$ cat config.mk
export PLATFORM = sky130hd
export DESIGN_NAME = seg7_decode
export DESIGN_NICKNAME = d
export VERILOG_FILES = /design/src/rtl/seg7_decode.sv
export SDC_FILE = /design/constraint.sdc
export NUM_CORES = 1
export LEC_CHECK = 0
export ABC_AREA = 1
export BUFFER_PORTS_ARGS = -buffer_cell sky130_fd_sc_hd__buf_2
export CAP_MARGIN = 15
export CORE_MARGIN = 2
export CORE_UTILIZATION = 50
export DETAILED_ROUTE_END_ITERATION = 16
export HOLD_SLACK_MARGIN = 0.08
export PLACE_DENSITY = 0.79
export SYNTH_ARGS = -nofsm -noshare
export SYNTH_HDL_FRONTEND = slang
export SYNTH_SLANG_ARGS = --single-unit
$ cat constraint.sdc
create_clock -name clk -period 3 [get_ports clk]
set_input_delay 0.9 -clock clk [delete_from_list [all_inputs] [get_ports clk]]
set_output_delay 0.9 -clock clk [all_outputs]
set_load 0.005 [all_outputs]
$ cat src/rtl/seg7_decode.sv
// rtl/seg7_decode.sv - inverse decoder for a 4-digit multiplexed active-low 7-segment bus
module seg7_decode #(
  parameter int SETTLE_CYC  = 16,
  parameter int TIMEOUT_CYC = 524288
) (
  input  logic        clk,
  input  logic        rst,
  input  logic [3:0]  an_in,
  input  logic [6:0]  seg_in,
  input  logic        dp_in,
  output logic [15:0] value,
  output logic [3:0]  value_dp,
  output logic [3:0]  digit_err,
  output logic        frame_vld,
  output logic        frame_pls,
  output logic        blank,
  output logic        an_err
);

  typedef enum logic [1:0] {IDLE, SETTLE, HELD} state_t;

  // Capture fires on the edge where the stability count steps to SETTLE_CYC-1.
  localparam logic [7:0]  CAP_CNT = 8'(SETTLE_CYC - 2);
  localparam logic [19:0] TO_CNT  = 20'(TIMEOUT_CYC);

  state_t      state, state_nxt;
  logic [3:0]  an_r, an_p;
  logic [6:0]  seg_r, seg_p;
  logic        dp_r, dp_p;
  logic [7:0]  stab_cnt;
  logic [19:0] to_cnt;
  logic [3:0]  seen;
  logic [15:0] sh_val;
  logic [3:0]  sh_dp;
  logic [3:0]  sh_err;

  logic        same;
  logic        an_valid;
  logic        an_multi;
  logic [1:0]  dig_idx;
  logic [3:0]  nib;
  logic        nib_bad;
  logic        capture;

  assign same     = ({an_r, seg_r, dp_r} == {an_p, seg_p, dp_p});
  assign an_multi = !an_valid && (an_r != 4'b1111);
  assign capture  = (state == SETTLE) && same && (stab_cnt == CAP_CNT);

  always_comb begin
    an_valid = 1'b1;
    dig_idx  = 2'd0;
    case (an_r)
      4'b1110: dig_idx = 2'd0;
      4'b1101: dig_idx = 2'd1;
      4'b1011: dig_idx = 2'd2;
      4'b0111: dig_idx = 2'd3;
      default: an_valid = 1'b0;
    endcase
  end

  always_comb begin
    nib     = 4'hF;
    nib_bad = 1'b0;
    case (seg_r)
      7'b1000000: nib = 4'h0;
      7'b1111001: nib = 4'h1;
      7'b0100100: nib = 4'h2;
      7'b0110000: nib = 4'h3;
      7'b0011001: nib = 4'h4;
      7'b0010010: nib = 4'h5;
      7'b0000010: nib = 4'h6;
      7'b1111000: nib = 4'h7;
      7'b0000000: nib = 4'h8;
      7'b0010000: nib = 4'h9;
      7'b0111111: nib = 4'hA;
      7'b1111111: nib = 4'hB;
      7'b1110111: nib = 4'hC;
      default:    nib_bad = 1'b1;
    endcase
  end

  always_comb begin
    state_nxt = state;
    case (state)
      IDLE:    if (an_valid) state_nxt = SETTLE;
      SETTLE:  begin
        if (!same)        state_nxt = an_valid ? SETTLE : IDLE;
        else if (capture) state_nxt = HELD;
      end
      HELD:    if (!same) state_nxt = an_valid ? SETTLE : IDLE;
      default: state_nxt = IDLE;
    endcase
  end

  always_ff @(posedge clk) begin
    if (rst) begin
      state     <= IDLE;
      an_r      <= 4'd0;
      an_p      <= 4'd0;
      seg_r     <= 7'd0;
      seg_p     <= 7'd0;
      dp_r      <= 1'b0;
      dp_p      <= 1'b0;
      stab_cnt  <= 8'd0;
      to_cnt    <= 20'd0;
      seen      <= 4'd0;
      sh_val    <= 16'd0;
      sh_dp     <= 4'd0;
      sh_err    <= 4'd0;
      value     <= 16'd0;
      value_dp  <= 4'd0;
      digit_err <= 4'd0;
      frame_vld <= 1'b0;
      frame_pls <= 1'b0;
      blank     <= 1'b0;
      an_err    <= 1'b0;
    end else begin
      state     <= state_nxt;
      an_r      <= an_in;
      seg_r     <= seg_in;
      dp_r      <= dp_in;
      an_p      <= an_r;
      seg_p     <= seg_r;
      dp_p      <= dp_r;
      blank     <= (an_r == 4'b1111);
      an_err    <= an_multi && (an_r != an_p);
      frame_pls <= 1'b0;

      if (!same)                  stab_cnt <= 8'd0;
      else if (stab_cnt != 8'hFF) stab_cnt <= stab_cnt + 8'd1;

      if (capture) begin
        sh_val[{dig_idx, 2'b00} +: 4] <= nib;
        sh_dp[dig_idx]  <= ~dp_r;
        sh_err[dig_idx] <= nib_bad;
        seen[dig_idx]   <= 1'b1;
        to_cnt          <= 20'd0;
      end else if (to_cnt != TO_CNT) begin
        to_cnt <= to_cnt + 20'd1;
      end

      // Stale frame: keep the last word visible but flag it invalid.
      if (!capture && to_cnt == TO_CNT) begin
        frame_vld <= 1'b0;
        seen      <= 4'd0;
      end

      if (seen == 4'b1111) begin
        value     <= sh_val;
        value_dp  <= sh_dp;
        digit_err <= sh_err;
        frame_vld <= 1'b1;
        frame_pls <= 1'b1;
        seen      <= 4'd0;
      end
    end
  end

endmodule

Yosys cells after proc, flatten, opt, wreduce, memory -nomap -nowiden. Cells that the tools add are included.

Register bits: 110. Input bits: 14. Output and inout bits: 28. Logic and storage cells: 95.

$add $sub $neg: 3. Magnitude comparators: 2. Eq/ne operators: 30. Shift operators: 2. Multiplexer cells: 18. Bitwise gates (word level): 3. Reductions and logical operators: 17.

Operators by type and width (number): 4-bit one-hot mux with 13 select lines (1); 7-bit equality test (second input constant) (5); 7-bit by 5-bit equality test with 1-bit output (second input constant) (3); 7-bit by 6-bit equality test with 1-bit output (second input constant) (3); 20-bit by 1-bit adder with 20-bit output (second input constant) (1); 20-bit equality test (second input constant) (1); 4-bit equality test (second input constant) (5); 20-bit inequality test (second input constant) (1); 16-bit bitwise mux (1); 4-bit by 6-bit variable shift with 16-bit output (first input constant) (1); 4-bit by 6-bit indexed part select with 16-bit output (1); 13-bit OR reduction (1); 12-bit equality test (1); 2-bit one-hot mux with 3 select lines (2); 8-bit by 1-bit adder with 8-bit output (second input constant) (1); 4-bit bitwise mux (2); 8-bit by 4-bit equality test with 1-bit output (second input constant) (1); 2-bit two-way mux (4); 8-bit inequality test (second input constant) (1); 7-bit by 2-bit equality test with 1-bit output (second input constant) (1); 7-bit logical NOT (1); 1-bit two-way mux (7); 1-bit logical AND (6); 4-bit negation with 6-bit output (1); other kinds (19) (23).

Logic depth before layout (Yosys ltp).
Depth in word-level cells: 7. Gate-level depth with buffers: 13.

Worst setup path before layout. No wires, ideal clock.

Path kind: flip-flop to flip-flop. Start point: reg an_r[1]. End point: reg sh_val[10]. Arrival: 1.934 ns. Data required time: 2.930 ns. Setup slack: 0.995 ns. Stages on the path, launching flop included: 9. Path buffers: 0. Period minus slack after synthesis: 2.005 ns. Cells stage by stage: dfxtp_1 > nand2_1 > nor3_1 > inv_1 > ha_1 > nand2_1 > nor3_1 > nand2_1 > a21oi_1.

Word-level cells in the longest chain between the ends: 5. Elaborated cells between the ends (all ways): 11.

RTL lines: start: declaration (RTL line 27) `logic [3:0] an_r, an_p;`; start signal: assignment (RTL line 119) `an_r <= an_in;`; 4-bit by 3-bit equality test with 1-bit output or 4-bit equality test (tied branches) (RTL line 52) `case (an_r)`; 2-bit one-hot mux with 3 select lines (RTL line 52); 4-bit negation with 6-bit output (RTL line 133) `sh_val[{dig_idx, 2'b00} +: 4] <= nib;`; 4-bit by 6-bit indexed part select with 16-bit output or 4-bit by 6-bit variable shift with 16-bit output (tied branches) (RTL line 133); 16-bit bitwise mux (RTL line 133); end signal: indexed assignment (RTL line 133); end: declaration (RTL line 33) `logic [15:0] sh_val;`.

Parallel ways exist; a longest one is shown, timed or not. A chain may end at the register's enable or synchronous reset.

Final worst setup path. Ends and elaborated chain as after synthesis.

==> results_dict.tcl <==
set metrics [dict create \
    run_status "completed" \
    antenna_found_initial 0 \
    synth-compound-area-share_pct 10.6 \
    instances_no_fill 870 \
    fin_hold_ws_ps 453 \
    drt_iter0_markers 173 \
    via_count_of_the_first_global_routing_pass 4024 \
    seq_area_frac_synth_pct 45.4 \
    worst_ep_required_time_ps 3310 \
    total_switching_power_mw 0.659 \
    synthXorXnorAreaFrac_pct 1.81 \
    mostFrequentLayoutCells "158 x sky130_fd_sc_hd__nor2_1, 126 x sky130_fd_sc_hd__nand2_1, 110 x sky130_fd_sc_hd__dfxtp_1" \
    fin_ws_ps 501 \
    rsz0062_at_grt "false" \
    post-route-drc-count 0 \
    dr.pass1.iters 5 \
    ctsLongestPathBuffers 2 \
    cts_resized 0 \
    ys.flop_type "sky130_fd_sc_hd__dfxtp_1" \
    post_synth_num_cell_types 34 \
    finalSetupViolations 0 \
    worst_hold_path.endpoint "value[12]" \
    p_leak_nw 2.40 \
    gp_congestion 0.918 \
    cap_viol_max_count 0 \
    worst_slew_pin_slew_ps 669 \
    placeableCoreArea_um2 9330 \
    max_slew_margin_pct 55.1 \
    timing.hold.worst.class "reg2reg" \
    buffer_ports.inserted 41 \
    yosys_register_bits 110 \
    max-vdd-ir-drop_mv 0.299 \
    via_per_inst 4.99 \
    cts_tree "yes" \
    report.final.hold_viol_count 0 \
    synth_edf_count 0 \
    worst_setup_hold_path_clk_slew_ps 120 \
    max_clock_freq_ghz 0.400 \
    area_growth_syn_to_layout_pct 11.4 \
    reg2reg_depth 8 \
    detail_route.wirelength_um 9820 \
    timing.final.max_slew_violations 0 \
    time_the_final_worst_path_needs_with_i_o_delays_and_setup_ps 2500 \
    root_buffer "sky130_fd_sc_hd__clkbuf_8" \
    mappedNetlistArea_um2 4850 \
    die_w_um 102 \
    timing.critical_path.from_type "flop" \
    sequential_power_share_pct 57.6 \
    htree_levels 3 \
    critical_path.max_fanout 6 \
    power-per-cell-area_nw_per_um2 482 \
    grt_usage_pct 20.3 \
    grt_max_degree 47 \
    worstSetupEndpointType "flop" \
    cts_sinks 110 \
    cellInternalPower_mw 1.94 \
    die_h_um 102 \
    post_synth.cell_area_avg_um2 6.98 \
    total_congestion_overflow 0 \
    syn_inst 695 \
    cts-hold-fix-buffers 0 \
    drt-wirelength-per-cell_um 11.3 \
    synth_area_leader_cell "sky130_fd_sc_hd__dfxtp_1" \
    main_combinational_cell_family_by_area_after_synthesis "simple AND/OR/NAND/NOR gates" \
    setup-tns-final_ps 0 \
    r2r_slack_ps 500 \
    num-fill-cells 855 \
    synth-adder-area-share_pct 2.84 \
    antennaDiodeCount 0 \
    dp_worst_setup_slack_ps 565 \
    grt_pass1_wl_um 17200 \
    asyncSetResetFlopFracSynth_pct 0 \
    top_cells_by_area_in_the_synthesized_netlist "sky130_fd_sc_hd__dfxtp_1 45%, sky130_fd_sc_hd__nor2_1 12%, sky130_fd_sc_hd__nand2_1 9.7%, sky130_fd_sc_hd__inv_1 7.2%, sky130_fd_sc_hd__a21oi_1 4.7%" \
    crit_arrival_ps 2810 \
    dp_hpwl_um 7260 \
    timing.rr.start "an_r[1]" \
    depth_of_the_worst_hold_timing_path 2 \
    worst_r2r_endpoint "sh_val[10]" \
    worst_hold_startpoint "sh_val[12]" \
    placed_cells_incl_taps 854 \
    combinationalPowerShare_pct 5.7 \
    layout.nets 761 \
    critical_path_class "reg2reg" \
    p_clk_share_pct 36.8 \
    synth-simple-area-share_pct 30.7 \
    synth_top_cell_area_share_pct 45.4 \
    drive_gt1_share_pct 9.85 \
    tritoncts.num_buffers 9 \
    post_cts_buffers 0 \
    post-route-period-util_pct 83.3 \
    synth.yosys.warnings 0 \
    std_cell_rows 35 \
    detailroute.via_count 4339 \
    muxShareOfSynthArea_pct 0 \
    clock_skew_ps 18.8 \
    io-pin-count 42 \
    most_frequent_standard_cell_in_the_layout_excluding_fill_and_tap_cells "sky130_fd_sc_hd__nor2_1" \
    worstSkewPairLatency_ps 380 \
    sw_frac_of_total_pct 25.3 \
    die_area_um2 10500 \
    syn_nets 720 \
    antenna_left 0 \
    initial_core_util_pct 52.0 \
]
==> state kept, by name (all words and copies together) (netlist names), 7 cells and up <==
name,cells
to_cnt,20
sh_val,16
value,16
stab_cnt,8
seg_p,7
seg_r,7
==> cell type report <==
cell class	instances	area [µm²]	share of cell area, %
Clock inverter	7	97.6	1.81
Sequential cell	110	2200	40.8
Multi-Input combinational cell	475	2230	41.3
Tap cell	129	161	2.99
Clock buffer	9	124	2.29
Inverter	96	360	6.67
Timing Repair Buffer	44	228	4.21
==> worst max-delay path by stage <==
stage	start	slack [ps]	to	cells after the start
floorplan	an_r[1]	1000	sh_val[10]	8
global placement	an_r[1]	770	sh_val[9]	8
detailed placement	an_r[1]	560	sh_val[10]	8
CTS	an_r[1]	550	sh_val[10]	8
global route	an_r[1]	190	sh_val[10]	8
finish	an_r[1]	500	sh_val[10]	8
==> metrics by stage <==
step | utilization, % | power [mW] | area, µm²
final | 57.9 | 2.60 | 5400
after global routing | 57.9 | 2.71 | 5400
after detailed placement | 55.6 | 1.68 | 5180
after global placement | 55.6 | 1.67 | 5180
after CTS | 57.9 | 2.63 | 5400
after floorplan | - | 1.64 | 4850
==> power groups by stage <==
stage	Combinational, mW	Sequential, mW	Clock (mW)
after CTS	0.147	1.50	0.981
after global placement	0.142	1.53	0
after floorplan	0.109	1.53	0
final	0.147	1.50	0.958
after global routing	0.171	1.50	1.04
after detailed placement	0.145	1.53	0
==> synth_stat cells (5+ instances only) <==
master                       n
sky130_fd_sc_hd__a21oi_1    46
sky130_fd_sc_hd__clkbuf_1   11
sky130_fd_sc_hd__dfxtp_1   110
sky130_fd_sc_hd__ha_1       11
sky130_fd_sc_hd__inv_1      93
sky130_fd_sc_hd__nand2_1   126
sky130_fd_sc_hd__nand3_1    26
sky130_fd_sc_hd__nand4_1    12
sky130_fd_sc_hd__nor2_1    158
sky130_fd_sc_hd__nor3_1     13
sky130_fd_sc_hd__nor4_1      5
sky130_fd_sc_hd__o21ai_0    46
sky130_fd_sc_hd__xnor2_1     5
sky130_fd_sc_hd__xor2_1      5
==> layer usage <==
metal  track usage (%)  vias up  part of all wire [%]
met5                 0        -                     0
met4              7.18        0                   1.7
met3              3.93       13                   4.8
met2              34.7      113                    47
met1              25.7     1938                    46
li1                  -     2275                     -
==> cells by family after synthesis <==
family,Yosys count
and+or+nand+nor,355
buffers and inverters,110
DFF,110
AOI/OAI and AO/OA,99
xor gates and xnor gates,10
adders and majority gates,11
==> critical path, cell delays in order, from the launching register on <==
cell and delay (ps):
sky130_fd_sc_hd__dfxtp_1 390, sky130_fd_sc_hd__nand2_1 140, sky130_fd_sc_hd__nor3_1 600, sky130_fd_sc_hd__inv_1 220, sky130_fd_sc_hd__ha_1 430, sky130_fd_sc_hd__nand2_1 80, sky130_fd_sc_hd__nor3_1 310, sky130_fd_sc_hd__nand2_1 100
sky130_fd_sc_hd__a21oi_1 160
Power figures use the tool's default switching activity.
